`src/rtl/hazard_pkg.sv`:
```
// Shared types for the pipeline hazard controller: shadow stage records and
// EX operand forwarding selects.
package hazard_pkg;

   localparam int unsigned REG_ADDR_W = 5;

   typedef struct packed {
      logic                  valid;
      logic [REG_ADDR_W-1:0] rd;
      logic                  reg_wr;
      logic                  is_load;
   } stage_rec_t;

   typedef enum logic [1:0] {
      FWD_RF    = 2'b00,
      FWD_EXMEM = 2'b01,
      FWD_MEMWB = 2'b10
   } fwd_sel_t;

   localparam stage_rec_t REC_NONE = '0;

endpackage

```
`src/rtl/hazard_match.sv`:
```
// Compares one source register index against one in-flight destination record.
module hazard_match
   import hazard_pkg::*;
(
   input  stage_rec_t            rec,
   input  logic [REG_ADDR_W-1:0] rs,
   output logic                  hit
);

   // x0 is hardwired zero, so a write to it never produces a usable value
   assign hit = rec.valid & rec.reg_wr & (rec.rd != '0) & (rec.rd == rs);

   logic unused_load;
   assign unused_load = rec.is_load;

endmodule

```
`src/rtl/hazard_ctrl.sv`:
```
// Pipeline sequencing controller: tracks EX/MEM/WB destination records and
// derives buffer enables, flushes, bubbles and registered forwarding selects.
module hazard_ctrl
   import hazard_pkg::*;
#(
   parameter int unsigned REG_ADDR_W = 5,
   parameter int unsigned CNT_W      = 32
) (
   input  logic                  clk,
   input  logic                  rst,
   input  logic                  id_valid,
   input  logic [REG_ADDR_W-1:0] id_rs1,
   input  logic [REG_ADDR_W-1:0] id_rs2,
   input  logic                  id_rs1_used,
   input  logic                  id_rs2_used,
   input  logic [REG_ADDR_W-1:0] id_rd,
   input  logic                  id_reg_wr,
   input  logic                  id_is_load,
   input  logic                  ex_branch_taken,
   input  logic                  mem_busy,
   output logic                  pc_en,
   output logic                  if_id_en,
   output logic                  if_id_flush,
   output logic                  id_ex_en,
   output logic                  id_ex_bubble,
   output logic                  back_en,
   output logic [1:0]            fwd_a_sel,
   output logic [1:0]            fwd_b_sel,
   output logic [CNT_W-1:0]      stall_cycles
);

   stage_rec_t ex_rec, mem_rec, wb_rec, id_rec;
   fwd_sel_t   fwd_a_q, fwd_b_q, fwd_a_d, fwd_b_d;
   logic       ex_hit_a, ex_hit_b, mem_hit_a, mem_hit_b;
   logic       load_use_c, count_c;

   assign id_rec = '{valid: id_valid, rd: id_rd, reg_wr: id_reg_wr, is_load: id_is_load};

   hazard_match u_ex_a  (.rec(ex_rec),  .rs(id_rs1), .hit(ex_hit_a));
   hazard_match u_ex_b  (.rec(ex_rec),  .rs(id_rs2), .hit(ex_hit_b));
   hazard_match u_mem_a (.rec(mem_rec), .rs(id_rs1), .hit(mem_hit_a));
   hazard_match u_mem_b (.rec(mem_rec), .rs(id_rs2), .hit(mem_hit_b));

   assign load_use_c = id_valid & ex_rec.is_load &
                       ((id_rs1_used & ex_hit_a) | (id_rs2_used & ex_hit_b));

   // Freeze beats branch flush beats load-use stall
   always_comb begin
      pc_en        = 1'b1;
      if_id_en     = 1'b1;
      if_id_flush  = 1'b0;
      id_ex_en     = 1'b1;
      id_ex_bubble = 1'b0;
      back_en      = 1'b1;
      count_c      = 1'b0;
      if (mem_busy) begin
         pc_en    = 1'b0;
         if_id_en = 1'b0;
         id_ex_en = 1'b0;
         back_en  = 1'b0;
      end else if (ex_branch_taken) begin
         if_id_flush  = 1'b1;
         id_ex_bubble = 1'b1;
      end else if (load_use_c) begin
         pc_en        = 1'b0;
         if_id_en     = 1'b0;
         id_ex_bubble = 1'b1;
         count_c      = 1'b1;
      end
   end

   // Newest producer wins: EX/MEM result is checked before MEM/WB
   always_comb begin
      fwd_a_d = FWD_RF;
      fwd_b_d = FWD_RF;
      if (id_rs1_used & ex_hit_a)       fwd_a_d = FWD_EXMEM;
      else if (id_rs1_used & mem_hit_a) fwd_a_d = FWD_MEMWB;
      if (id_rs2_used & ex_hit_b)       fwd_b_d = FWD_EXMEM;
      else if (id_rs2_used & mem_hit_b) fwd_b_d = FWD_MEMWB;
      if (id_ex_bubble) begin
         fwd_a_d = FWD_RF;
         fwd_b_d = FWD_RF;
      end
   end

   always_ff @(posedge clk or posedge rst) begin
      if (rst) begin
         ex_rec       <= REC_NONE;
         mem_rec      <= REC_NONE;
         wb_rec       <= REC_NONE;
         fwd_a_q      <= FWD_RF;
         fwd_b_q      <= FWD_RF;
         stall_cycles <= '0;
      end else if (!mem_busy) begin
         wb_rec  <= mem_rec;
         mem_rec <= ex_rec;
         ex_rec  <= id_ex_bubble ? REC_NONE : id_rec;
         fwd_a_q <= fwd_a_d;
         fwd_b_q <= fwd_b_d;
         if (count_c && (stall_cycles != '1)) begin
            stall_cycles <= stall_cycles + CNT_W'(1);
         end
      end
   end

   assign fwd_a_sel = fwd_a_q;
   assign fwd_b_sel = fwd_b_q;

   // WB writes land in the register file write-first, so the WB record has no reader here
   logic unused_wb;
   assign unused_wb = ^wb_rec;

endmodule

```
`config.mk`:
```
export PLATFORM = sky130hd
export DESIGN_NAME = hazard_ctrl
export DESIGN_NICKNAME = d
export VERILOG_FILES = /design/src/rtl/hazard_pkg.sv /design/src/rtl/hazard_match.sv /design/src/rtl/hazard_ctrl.sv
export SDC_FILE = /design/constraint.sdc
export NUM_CORES = 1
export LEC_CHECK = 0
export ABC_AREA = 0
export CAP_MARGIN = 15
export CORE_MARGIN = 3
export CORE_UTILIZATION = 53
export DETAILED_ROUTE_END_ITERATION = 12
export PLACE_DENSITY = 0.92
export SLEW_MARGIN = 20
export SYNTH_ARGS = -nofsm -noshare
export SYNTH_HDL_FRONTEND = slang
export SYNTH_SLANG_ARGS = --single-unit
export TNS_END_PERCENT = 5
```
`constraint.sdc`:
```
create_clock -name clk -period 5.1 [get_ports clk]
set_input_delay 0.765 -clock clk [delete_from_list [all_inputs] [get_ports clk]]
set_output_delay 0.765 -clock clk [all_outputs]
set_load 0.01 [all_outputs]
```
==> results.py <==
metrics = {
    "place": {
        "place_congestion": 0.8926,
        "dp_hpwl_mm": 4.718,
        "dp_slack_ns": 1.343,
        "io_buffers": 65,
        "placed_area_mm2": 0.003428,
    },
    "cells_and_area": {
        "multiInputGateArea_mm2": 0.001388,
        "area_growth_pct": 30.90,
        "drive_above_1_share": 0.1355,
        "final_util": 0.7324,
        "n_fill_cell": 323,
        "nets": 334,
        "final-seq-area_mm2": 0.001276,
        "insertedDiodeCount": 0,
        "postLayoutCellArea_mm2": 0.003551,
    },
    "flow_run": {
        "max_cap_viol_count": 0,
    },
    "clock_network": {
        "ctsHoldBuffers": 0,
        "cts_setup_buffers": 0,
        "clk_latency_ns": 0.30,
        "clock_sinks": 51,
        "cts_tree": "yes",
        "h-tree-depth": 2,
        "ctsResizeCount": 0,
        "cts-buffers-inserted": 5,
        "clkTransAtPathRegs_ns": 0.09,
        "cts-root-buf": "clkbuf_8",
        "clock_path_buffers": 2,
    },
    "outcome": {
        "run_status": "completed",
    },
    "timing": {
        "hold_viol": 0,
        "finalCriticalPeriod_ns": 3.798,
        "worstMarginPinSlew_ns": 0.8414,
        "finalSetupViolations": 0,
        "setup_ws_ns": 1.302,
        "rsz0062_at_grt": "false",
        "skew_ns": 0.006231,
        "max_freq_mhz": 263.3,
        "final_max_slew_viol_count": 0,
        "finalSetupTns_ns": 0,
        "fin_crit_sh": 0.7447,
        "slew-limit-headroom": 0.4384,
    },
    "setup_path": {
        "slowest_stage": "clkdlybuf4s50_1",
        "crit_chain": "clkdlybuf4s50_1, xor2_1, nor4_4, nand3_2, nor2_1, o21bai_1, a21oi_1, clkdlybuf4s50_1",
        "cp_max_fo": 4,
        "start_kind": "input pin",
        "r2r_end": "stall_cycles[27]",
        "end_kind": "primary output",
        "worst-path-buf-inv": 2,
        "cpPeakStageDelay_ns": 0.57,
        "crit_family": "buffers and inverters",
        "reg2reg_depth": 6,
        "r2r-start": "ex_rec[6]",
        "cp_data_arrival_time_ns": 3.03,
        "reg2reg_slack_ns": 2.88,
        "worstPathRequired_ns": 4.34,
        "worst-setup-path-type": "input pin to primary output",
        "critical_path.most_common_cell": "clkdlybuf4s50_1",
        "cp-startpoint": "id_rs2[3]",
    },
    "floorplan": {
        "fp.dieH_um": 77.54,
        "core-area_mm2": 0.004848,
        "initial_core_util": 0.5595,
        "dieArea_mm2": 0.006012,
        "num_rows": 25,
        "die_x_um": 77.54,
        "ios": 66,
    },
    "yosys": {
        "yosysSeqAreaShare": 0.4705,
        "synthCells": 241,
        "synth_edf_count": 0,
        "synth.avg_cell_area_um2": 11.26,
        "syn-cell-area_mm2": 0.002713,
        "ys.warnings.count": 0,
        "synthArstFlopShare": 1.000,
        "dominantRegCellSynth": "dfrtp_1",
        "synth_nets": 266,
        "synth_seq_cells": 51,
        "ys_types": 43,
    },
    "pwr": {
        "powerDensity_mw_per_mm2": 230.7,
        "switching_share": 0.2397,
        "share_seq_of_total_power": 0.526,
        "p_clk_frac": 0.364,
        "p_comb_frac": 0.110,
        "p_leak_nw": 1.493,
        "p_switching_w": 0.0001964,
        "ir_worst_vdd_mv": 0.2035,
        "p_int_w": 0.0006229,
    },
    "grt": {
        "grt_start_max_net_pins": 52,
        "track_usage": 0.2247,
        "antenna_found_initial": 0,
        "grt_pass1_wl_mm": 10.92,
        "grt_overflow": 0,
        "grt_pass1_vias": 2241,
    },
    "detailed_routing": {
        "wl_mm": 6.298,
        "drtAntennaViolNets": 0,
        "avgViaCountPerCell": 5.759,
        "firstDrtPassIters": 5,
        "wire_per_inst_um": 16.71,
        "drc_errors": 0,
        "dr.first_iter.drc_count": 184,
        "num_vias": 2171,
    },
    "worst_hold_path": {
        "min_path_type": "flop to flop",
        "whs_path_depth": 1,
        "holdPathEnd": "stall_cycles[7]",
        "hp-start": "stall_cycles[7]",
    },
}
-- layout by cell type, fill, tap and decap left out, drive strengths merged, types with 2 or more instances in the layout --
master         netlist  routed
clkdlybuf4s50        0      65
dfrtp               51      51
xnor2               26      26
xor2                25      25
nand3               19      19
nand2               17      17
nand4               16      16
nor2                15      15
nor3                11      11
a22o                10      10
mux2                 7       7
clkbuf               2       6
inv                  6       6
nor4                 5       5
and3                 5       5
a21oi                4       4
and4                 2       2
o21ai                2       2
o211ai               2       2
o31ai                2       2
-- through the flow --
step,hold slack [ns],cells,power [W]
finish,0.5039,377,0.0008193
global route,0.5238,377,0.0008499
CTS,0.5095,377,0.0008205
detailed placement,0.4931,369,0.0005295
global placement,0.4799,369,0.0005261
floorplan,0.4797,241,0.0004897
-- area by class of cell --
type,instances,share of cell area
Clock buffer,6,0.02326
Clock inverter,2,0.01092
Inverter,6,0.006695
Multi-Input combinational cell,179,0.3908
Sequential cell,51,0.3594
Tap cell,67,0.02361
Timing Repair Buffer,66,0.1853
-- synth_stat cells (all sizes together), types with 2 or more instances --
| cell type | instances | share of area |
|---|---|---|
| xor2 | 25 | 0.081 |
| nand3 | 19 | 0.042 |
| and3 | 5 | 0.014 |
| and4 | 2 | 0.0065 |
| a22o | 10 | 0.033 |
| o31ai | 2 | 0.0074 |
| a21oi | 4 | 0.0088 |
| clkbuf | 2 | 0.0028 |
| o21ai | 2 | 0.012 |
| nor3 | 11 | 0.030 |
| nand4 | 16 | 0.039 |
| mux2 | 7 | 0.029 |
| buf | 3 | 0.0069 |
| nand2 | 17 | 0.024 |
| nor2 | 15 | 0.021 |
| nor4 | 5 | 0.028 |
| xnor2 | 26 | 0.084 |
| dfrtp | 51 | 0.47 |
| inv | 6 | 0.0083 |
| o211ai | 2 | 0.0092 |
-- flip-flops by register name (all words and copies together), names as in the netlist --
register      cells
mem_rec           7
fwd_b_sel         2
ex_rec            8
fwd_a_sel         2
stall_cycles     32
-- worst max-delay path by stage --
stage / slack, ns / end / depth (start not counted)
3_5_place_dp: 1.34 / id_ex_bubble / 8
6_report: 1.30 / id_ex_bubble / 8
5_1_grt: 1.21 / id_ex_bubble / 8
4_1_cts: 1.31 / id_ex_bubble / 8
3_3_place_gp: 1.41 / id_ex_bubble / 8
2_1_floorplan: 2.37 / pc_en / 6
-- logic make-up (layout without fill, tap and decap cells) --
logic type | after synthesis | in the layout | share of synthesized area
AOI/OAI and AO/OA | 26 | 26 | 0.09594
xor gates and xnor gates | 51 | 51 | 0.1647
muxes | 7 | 7 | 0.02906
DFF | 51 | 51 | 0.4705
adders and majority gates | 1 | 1 | 0.004612
and+or+nand+nor | 94 | 94 | 0.2172
buffers and inverters | 11 | 80 | 0.01799
-- power groups by stage --
stage | clock network, W | logic, W | registers (W)
2_1_floorplan | 0 | 0.0000557 | 0.000434
3_3_place_gp | 0 | 0.0000881 | 0.000438
3_5_place_dp | 0 | 0.0000906 | 0.000439
4_1_cts | 0.000299 | 0.0000911 | 0.000431
5_1_grt | 0.000318 | 0.0000991 | 0.000433
6_report | 0.000298 | 0.0000902 | 0.000431
-- routing by layer --
| layer | GRT usage | share of wire | vias to the layer above |
|---|---|---|---|
| met5 | 0 | 0 | - |
| met1 | 0.2953 | 0.42 | 1072 |
| met2 | 0.3834 | 0.51 | 88 |
| met4 | 0.06050 | 0.016 | 0 |
| li1 | - | - | 997 |
| met3 | 0.03944 | 0.045 | 14 |
(Power assumes the default switching activity.)
